--- config.mk ---
export PLATFORM = sky130hd
export DESIGN_NAME = spfs_flash_resp
export DESIGN_NICKNAME = d
export VERILOG_FILES = /design/src/rtl/spfs_flash_resp.sv
export SDC_FILE = /design/constraint.sdc
export NUM_CORES = 1
export LEC_CHECK = 0
export ABC_AREA = 1
export BUFFER_PORTS_ARGS = -buffer_cell sky130_fd_sc_hd__buf_2
export CAP_MARGIN = 20
export CORE_ASPECT_RATIO = 0.7
export CORE_MARGIN = 2
export CORE_UTILIZATION = 25
export CTS_CLUSTER_SIZE = 12
export DETAILED_ROUTE_END_ITERATION = 8
export GPL_ROUTABILITY_DRIVEN = 0
export PLACE_DENSITY_LB_ADDON = 0.15
export SETUP_SLACK_MARGIN = 0.02
export SLEW_MARGIN = 10
export SYNTH_ARGS = -nofsm -noshare
export SYNTH_HDL_FRONTEND = slang
export SYNTH_SLANG_ARGS = --single-unit
--- constraint.sdc ---
create_clock -name clk_i -period 2.6 [get_ports clk_i]
set_input_delay 0.26 -clock clk_i [delete_from_list [all_inputs] [get_ports clk_i]]
set_output_delay 0.26 -clock clk_i [all_outputs]
set_load 0.02 [all_outputs]
--- src/rtl/spfs_flash_resp.sv ---
// spfs_flash_resp: SPI-flash style slave responder (SPI mode 0).
// Samples the SPI pins into the clk_i domain and decodes three commands:
// READ (0x03), which streams bytes from a backing memory with one-byte
// prefetch; JEDEC ID (0x9F); and READ STATUS (0x05).
// Any other command is ignored until chip select rises.
module spfs_flash_resp #(
    parameter logic [23:0] JEDEC_ID   = 24'hEF4018,
    parameter logic [7:0]  STATUS_VAL = 8'h00
) (
    input  logic        clk_i,
    input  logic        rst_n_i,
    input  logic        spfs_clk_i,
    input  logic        spfs_cs_i,
    input  logic        spfs_mosi_i,
    output logic        spfs_miso_o,
    output logic        mem_rd_o,
    output logic [23:0] mem_addr_o,
    input  logic [7:0]  mem_rdata_i,
    output logic        busy_o
);

    typedef enum logic [2:0] {IDLE, CMD, ADDR, DATA, ID, STAT, IGNORE} state_t;

    localparam logic [7:0] CMD_READ = 8'h03;
    localparam logic [7:0] CMD_JDID = 8'h9F;
    localparam logic [7:0] CMD_STAT = 8'h05;

    state_t      state_q, state_d;
    logic [2:0]  sclk_q, cs_q;
    logic [1:0]  mosi_q;
    logic [1:0]  settle_q;
    logic        armed_q;
    logic [2:0]  bit_cnt_q;
    logic [1:0]  byte_cnt_q;
    logic [6:0]  shift_q;
    logic [23:0] addr_q;
    logic [7:0]  tx_q, prefetch_q;
    logic        miso_q, mem_rd_q, rd_pend_q, first_q;

    logic cs_rise, cs_fall_raw, cs_fall, cs_edge;
    logic sclk_rise, sclk_fall, mosi_s, bit_done, tx_state;
    logic [7:0] cmd_byte;

    // CS edges take priority: an SCLK edge seen in the same cycle is discarded.
    assign cs_rise     = cs_q[1] & ~cs_q[2];
    assign cs_fall_raw = ~cs_q[1] & cs_q[2];
    assign cs_edge     = cs_rise | cs_fall_raw;
    assign cs_fall     = cs_fall_raw & armed_q;
    assign sclk_rise   = sclk_q[1] & ~sclk_q[2] & ~cs_edge;
    assign sclk_fall   = ~sclk_q[1] & sclk_q[2] & ~cs_edge;
    assign mosi_s      = mosi_q[1];
    assign bit_done    = sclk_rise & (bit_cnt_q == 3'd7);
    assign cmd_byte    = {shift_q, mosi_s};
    assign tx_state    = (state_q == DATA) || (state_q == ID) || (state_q == STAT);
    assign mem_rd_o    = mem_rd_q;
    assign mem_addr_o  = addr_q;

    function automatic logic [7:0] jedec_byte(input logic [1:0] idx);
        case (idx)
            2'd0:    return JEDEC_ID[23:16];
            2'd1:    return JEDEC_ID[15:8];
            default: return JEDEC_ID[7:0];
        endcase
    endfunction

    // Two-flop synchronisers plus a third stage on SCLK and CS for edge detection.
    // NOTE: sequential state uses non-blocking assignments so every flop sees pre-edge values.
    always_ff @(posedge clk_i or negedge rst_n_i) begin
        if (!rst_n_i) begin
            sclk_q <= 3'b000;
            cs_q   <= 3'b111;
            mosi_q <= 2'b00;
        end else begin
            sclk_q <= {sclk_q[1:0], spfs_clk_i};
            cs_q   <= {cs_q[1:0], spfs_cs_i};
            mosi_q <= {mosi_q[0], spfs_mosi_i};
        end
    end

    // Arm CS-fall detection only once the chain holds real pin samples and CS is high,
    // so a CS already low when reset releases cannot start a transaction.
    always_ff @(posedge clk_i or negedge rst_n_i) begin
        if (!rst_n_i) begin
            settle_q <= 2'd0;
            armed_q  <= 1'b0;
        end else if (settle_q != 2'd3) begin
            settle_q <= settle_q + 2'd1;
        end else if (cs_q[1] && cs_q[2]) begin
            armed_q <= 1'b1;
        end
    end

    // FSM state register.
    always_ff @(posedge clk_i or negedge rst_n_i) begin
        if (!rst_n_i) state_q <= IDLE;
        else          state_q <= state_d;
    end

    // FSM next-state logic: CS rise aborts from anywhere, commands decode on byte completion.
    // NOTE: every combinational output gets a default first so no latch is inferred.
    always_comb begin
        state_d = state_q;
        if (cs_rise) begin
            state_d = IDLE;
        end else if (state_q == IDLE) begin
            if (cs_fall) state_d = CMD;
        end else if (bit_done) begin
            case (state_q)
                CMD: begin
                    case (cmd_byte)
                        CMD_READ: state_d = ADDR;
                        CMD_JDID: state_d = ID;
                        CMD_STAT: state_d = STAT;
                        default:  state_d = IGNORE;
                    endcase
                end
                ADDR:    if (byte_cnt_q == 2'd2) state_d = DATA;
                default: ;
            endcase
        end
    end

    // Datapath: bit/byte counters, address shift, memory strobes and TX shifting.
    always_ff @(posedge clk_i or negedge rst_n_i) begin
        if (!rst_n_i) begin
            bit_cnt_q  <= 3'd0;
            byte_cnt_q <= 2'd0;
            shift_q    <= 7'd0;
            addr_q     <= 24'd0;
            tx_q       <= 8'd0;
            prefetch_q <= 8'd0;
            miso_q     <= 1'b0;
            mem_rd_q   <= 1'b0;
            rd_pend_q  <= 1'b0;
            first_q    <= 1'b0;
        end else begin
            mem_rd_q  <= 1'b0;
            rd_pend_q <= mem_rd_q;
            if (cs_rise) begin
                bit_cnt_q <= 3'd0;
                miso_q    <= 1'b0;
                rd_pend_q <= 1'b0;
                first_q   <= 1'b0;
            end else if (state_q == IDLE) begin
                if (cs_fall) begin
                    bit_cnt_q  <= 3'd0;
                    byte_cnt_q <= 2'd0;
                    shift_q    <= 7'd0;
                    addr_q     <= 24'd0;
                    tx_q       <= 8'd0;
                    miso_q     <= 1'b0;
                    first_q    <= 1'b0;
                end
            end else begin
                if (sclk_rise) begin
                    bit_cnt_q <= bit_cnt_q + 3'd1;
                    shift_q   <= {shift_q[5:0], mosi_s};
                end
                // MISO changes on the falling edge so the master samples a stable bit.
                if (sclk_fall && tx_state) begin
                    miso_q <= tx_q[7];
                    tx_q   <= {tx_q[6:0], 1'b0};
                end
                case (state_q)
                    CMD: if (bit_done) begin
                        byte_cnt_q <= 2'd0;
                        if (cmd_byte == CMD_JDID) begin
                            tx_q       <= jedec_byte(2'd0);
                            byte_cnt_q <= 2'd1;
                        end else if (cmd_byte == CMD_STAT) begin
                            tx_q <= STATUS_VAL;
                        end
                    end
                    ADDR: begin
                        if (sclk_rise) addr_q <= {addr_q[22:0], mosi_s};
                        if (bit_done) begin
                            byte_cnt_q <= byte_cnt_q + 2'd1;
                            if (byte_cnt_q == 2'd2) begin
                                mem_rd_q <= 1'b1;
                                first_q  <= 1'b1;
                            end
                        end
                    end
                    DATA: begin
                        // Prefetch the following byte while the current one shifts out.
                        if (sclk_rise && bit_cnt_q == 3'd0) begin
                            addr_q   <= addr_q + 24'd1;
                            mem_rd_q <= 1'b1;
                        end
                        if (bit_done) tx_q <= prefetch_q;
                        if (rd_pend_q) begin
                            if (first_q) begin
                                tx_q    <= mem_rdata_i;
                                first_q <= 1'b0;
                            end else begin
                                prefetch_q <= mem_rdata_i;
                            end
                        end
                    end
                    ID: if (bit_done) begin
                        tx_q       <= jedec_byte(byte_cnt_q);
                        byte_cnt_q <= (byte_cnt_q == 2'd2) ? 2'd0 : byte_cnt_q + 2'd1;
                    end
                    STAT: if (bit_done) tx_q <= STATUS_VAL;
                    default: ;
                endcase
            end
        end
    end

    // FSM outputs: MISO only driven in the byte-returning states.
    always_comb begin
        busy_o      = (state_q != IDLE);
        spfs_miso_o = 1'b0;
        if (tx_state) spfs_miso_o = miso_q;
    end

endmodule

== Word level (Yosys, flattened, before mapping) ==
Cells that the tools add are included.
Cells by class
  divide/modulo/power cells: 0
  shifts and indexed selects: 0
  bitwise operators: 18
  muxes and demuxes: 58
  $lt $le $gt $ge: 0
  add/subtract/negate cells: 4
  $mul: 0
  equal/unequal tests: 22
  reductions and logical operators: 27
Operator list (count)
  two-way mux 24 bit: 4
  two-way mux 8 bit: 11
  case mux 24 bit (2 select lines): 1
  case mux 8 bit (4 select lines): 1
  two-way mux 3 bit: 9
  adder 24 x 1 -> 24 bit, second input constant: 1
  two-way mux 7 bit: 3
  two-way mux 1 bit: 17
  case mux 8 bit (2 select lines): 1
  AND reduction 5 bit: 3
  nonzero test 3 bit: 5
  two-way mux 2 bit: 6
  != test 3 bit, second input constant: 4
  nonzero test 4 bit: 3
  equality test 3 bit, second input constant: 3
  inverter 1 bit: 9
  case mux 3 bit (3 select lines): 1
  bitwise AND 1 bit: 8
  equality test 8 x 2 -> 1 bit, second input constant: 1
  equality test 8 x 3 -> 1 bit, second input constant: 1
  equality test 8 bit, second input constant: 1
  != test 4 bit, second input constant: 2
  AND reduction 2 bit: 4
  equality test 3 x 2 -> 1 bit, second input constant: 2
  21 further kinds: 28
Storage, ports and cells
  bits in latches: 0
  memories: 0
  bits of input ports: 13
  RAM bits: 0
  memory bits (read-only): 0
  bits in registers: 70
  word-level logic and storage cells: 145
  output and inout bits: 27

== Depth between registers and ports, before layout ==
  word-level depth: 12
  mapped depth: 12
  gate-level depth less buffers: 12

== Worst setup path before layout ==
No wires, ideal clock.
  kind: register to register
  start point: register cs_q[1]
  end point: register tx_q[4]
  setup time: 117 ps
  cell stages (with the launch flop): 11
  required time: 2483 ps
  slack: 681 ps
  clock period less this slack: 1919 ps
  arrival: 1802 ps
  path buffers: 1
  cells stage by stage: dfstp_2 > inv_1 > ha_1 > nand4_1 > clkbuf_1 > o21ai_0 > nand2_1 > o21ai_0 > nand2_1 > nand2_1 > nand2_1
Between the ends
  cells in the longest elaborated chain, start to end: 12
  elaborated cells on any way between the ends: 24
  those cells by class: eq/ne (1); mux (11); bitwise (10); reduce/logical (2)
Ends and longest elaborated chain
  from (decl): line 29  | logic [2:0] sclk_q, cs_q;
  from (signal assigned): line 75  | cs_q <= {cs_q[1:0], spfs_cs_i};
  inverter 1 bit: line 46  | assign cs_fall_raw = ~cs_q[1] & cs_q[2];
  bitwise AND 1 bit: line 46
  OR 1 bit: line 47  | assign cs_edge = cs_rise | cs_fall_raw;
  inverter 1 bit: line 49, 50
  bitwise AND 1 bit: line 50  | assign sclk_fall = ~sclk_q[1] & sclk_q[2] & ~cs_edge;
  logical AND 1 bit: line 160  | if (sclk_fall && tx_state) begin
  two-way mux 8 bit: line 160
  two-way mux 8 bit, on equally long branches: line 190, 170
  two-way mux 8 bit, on equally long branches: line 192, 167
  two-way mux 8 bit, on equally long branches: line 191, 165
  case mux 8 bit (4 select lines): line 164  | case (state_q)
  two-way mux 8 bit: line 144  | end else if (state_q == IDLE) begin
  to (signal assigned): line 168  | tx_q <= jedec_byte(2'd0);
  to (signal assigned): line 190  | if (bit_done) tx_q <= prefetch_q;
  to (signal assigned): line 193  | tx_q <= mem_rdata_i;
  to (decl): line 37  | logic [7:0] tx_q, prefetch_q;
Parallel ways exist; a longest one is shown, timed or not.
A chain may end at the register's enable or synchronous reset.

== Worst setup path after layout ==
  start point: register cs_q[1]
  end point: register tx_q[5]
Same word-level chain as after synthesis.

==> out/metrics.yaml <==
floorplan:
  io_pins: 40
  dieArea_mm2: 0.0190
  fp.dieW_um: 164
  rows: 40
  die_height_um: 116
  start_util_pct: 25.8
  core_mm2: 0.0173
power:
  leakagePower_nw: 2.60
  ir_worst_vdd_v: 0.000417
  p_per_area_mw_per_mm2: 1020
synth:
  yosysMostFrequentCell: "nand2_1"
  synthCells: 664
  synth_ff_type: "dfrtp_1"
  synth.cell_area_mm2: 0.00446
  seq_area_frac_synth_pct: 39.3
  synth_edf_count: 0
  synth_area_leader_cell: "dfrtp_1"
  synth_warnings: 0
  synth_common_cells: "nand2_1, dfrtp_1, inv_1, nor2_1, o21ai_0"
  async_flop_share_pct: 100
  synthTopCellsByArea: "dfrtp_1, nand2_1, o21ai_0, inv_1, nand3_1"
  yosysTopAreaCellShare_pct: 37.6
  syn-num-nets: 690
  syn_avg_cell_area_um2: 6.72
  yosys.cell_types.count: 35
  ys_seq_elements: 70
clock_tree:
  cts_buffer_depth: 2
  hold_buffers: 0
  clkTransAtPathRegs_ns: 0.06
  worstSkewPairLatency_ns: 0.34
  cts_buffers: 9
  root_buffer: "clkbuf_16"
  cts_resized: 0
  cts_max_level: 3
  tritoncts: "yes"
  cts_sinks: 70
  cts_setup_buffers: 0
global_routing:
  first_global_vias: 4136
  antenna_found_initial: 0
  grt_overflow_total: 0
  grt_max_degree: 71
  grt_usage_pct: 15.6
  grt_pass1_wl_um: 22700
cells_and_area:
  drive_above_1_share_pct: 12.2
  diodes: 0
  n_fill_cell: 1942
  fin_nets: 736
  instances_no_fill: 946
  seq_area_mm2: 0.00176
  syn_to_final_growth_pct: 18.4
  multi_input_area_mm2: 0.00237
placed_design:
  placed_cells: 930
  dpl.hpwl_um: 10500
  post-place-ws_ns: 0.253
  numPortBuffers: 39
worst_setup_path:
  crit_path_max_incr_delay_ns: 0.56
  cp-start-kind: "flip-flop"
  crit_chain: "inv_1 > ha_1 > nand4_1 > inv_1 > buf_4 > nor2_1 > nor2_1 > nand2_1 > nand2_1 > nand2_1 > nand2_1 > nand2_1"
  required_ns: 2.83
  cp_slowest_cell: "dfstp_2"
  worstPathMaxFanout: 9
  cp.arrival_ns: 2.60
  crit_type: "reg2reg"
  crit_path_frequent_cell: "nand2_1"
  r2r_slack_ns: 0.23
  r2r_cells: 12
  r2r_start: "cs_q[1]"
  reg2reg_to: "tx_q[5]"
  end_kind: "flip-flop"
hold_path:
  whs_path_depth: 1
  hold_class: "in2reg"
  min_from: "spfs_cs_i"
  holdPathEnd: "cs_q[0]"
route:
  vias: 4414
  route.detailed.wl_per_inst_um: 14.9
  drc: 0
  drt_iter0_markers: 375
  viasPerCell: 4.67
  drt_pass1_iterations: 5
  wl_um: 14100
  postRouteAntennaNets: 0
timing:
  post-route-period-util_pct: 91.1
  fin_crit_ns: 2.37
  worst_pin_slew_ns: 0.930
  holdWs_ns: 0.0242
  finalWorstSetupSlack_ns: 0.230
  fin_skew_ns: 0.00672
  setup_viol: 0
  tns_ns: 0
  fmax_mhz: 422
  finalMaxSlewViolations: 0
  hold_viol_final: 0
  slew_headroom_pct: 38.0
  rsz0062_at_grt: "no"
flow_run:
  maxCapViolations: 0
status:
  status: "completed"
[power by group]
group          internal (mW)  switching [mW]
combinational          0.731            1.64
sequential              1.34           0.326
clock                  0.839           0.500
total                   2.91            2.47
[worst max path at each step]
stage             from  endpoint  slack (ns)  cells after the start
3_5_place_dp   cs_q[1]   tx_q[5]        0.25                     12
6_report       cs_q[1]   tx_q[5]        0.23                     12
3_3_place_gp   cs_q[1]   tx_q[1]        0.37                     11
2_1_floorplan  cs_q[1]   tx_q[4]        0.68                     10
4_1_cts        cs_q[1]   tx_q[5]        0.25                     12
5_1_grt        cs_q[1]   tx_q[5]        0.03                     12
[state kept, by name (all words and copies together), names as in the netlist]
signal / count
armed_q: 1
bit_cnt_q: 3
byte_cnt_q: 2
cs_q: 3
first_q: 1
mem_addr_o: 24
mem_rd_o: 1
miso_q: 1
mosi_q: 2
prefetch_q: 8
rd_pend_q: 1
sclk_q: 3
settle_q: 2
shift_q: 7
state_q: 3
tx_q: 8
[critical path, delay by kind of cell (launching register included)]
family                   cells  cell delay [ns]
flip-flops                   1             0.56
adder cells (fa/ha/maj)      1             0.31
AND/OR/NAND/NOR              8             0.80
buffers and inverters        3             0.60
[per-stage QoR]
stage          power, mW  util, %  cell area, um2
2_1_floorplan       3.22        -            4460
3_3_place_gp        4.04     28.7            4970
3_5_place_dp        4.04     28.7            4970
4_1_cts             5.42     30.5            5290
5_1_grt             5.81     30.5            5290
6_report            5.38     30.5            5290
[area by class of cell]
| type | count | share of cell area, % |
|---|---|---|
| Clock inverter | 6 | 1.63 |
| Tap cell | 231 | 5.47 |
| Sequential cell | 70 | 33.2 |
| Multi-Input combinational cell | 508 | 44.8 |
| Inverter | 68 | 4.83 |
| Clock buffer | 10 | 4.33 |
| Timing Repair Buffer | 53 | 5.73 |
[cells in the final DEF, fill, tap and decap left out, types with 3 or more instances in the layout]
cell	instances
o21ai_0	57
clkbuf_16	9
nand3_1	49
ha_1	13
nand2_1	248
dfstp_2	3
xor2_1	3
mux2_2	6
nor2_1	62
dfrtp_1	67
buf_4	15
nand4_1	6
o22ai_1	8
a21oi_1	30
nor3_1	9
inv_1	66
buf_2	38
[layer usage]
layer	up-vias	track usage, %	routed length, um	share of wire (%)
met5	-	0	0	0
met4	0	4.50	187	1.3
met3	15	4.33	854	6.1
met2	104	20.8	5420	39
met1	2075	24.1	7590	54
li1	2220	-	-	-
[cells by family after synthesis]
kind of cell,synth area share [%]
adders and majority gates,3.64
AOI/OAI and AO/OA,11.7
buffers and inverters,7.65
and+or+nand+nor,35.3
muxes,1.51
DFF,39.3
xor gates and xnor gates,0.785
(Power assumes the default switching activity.)
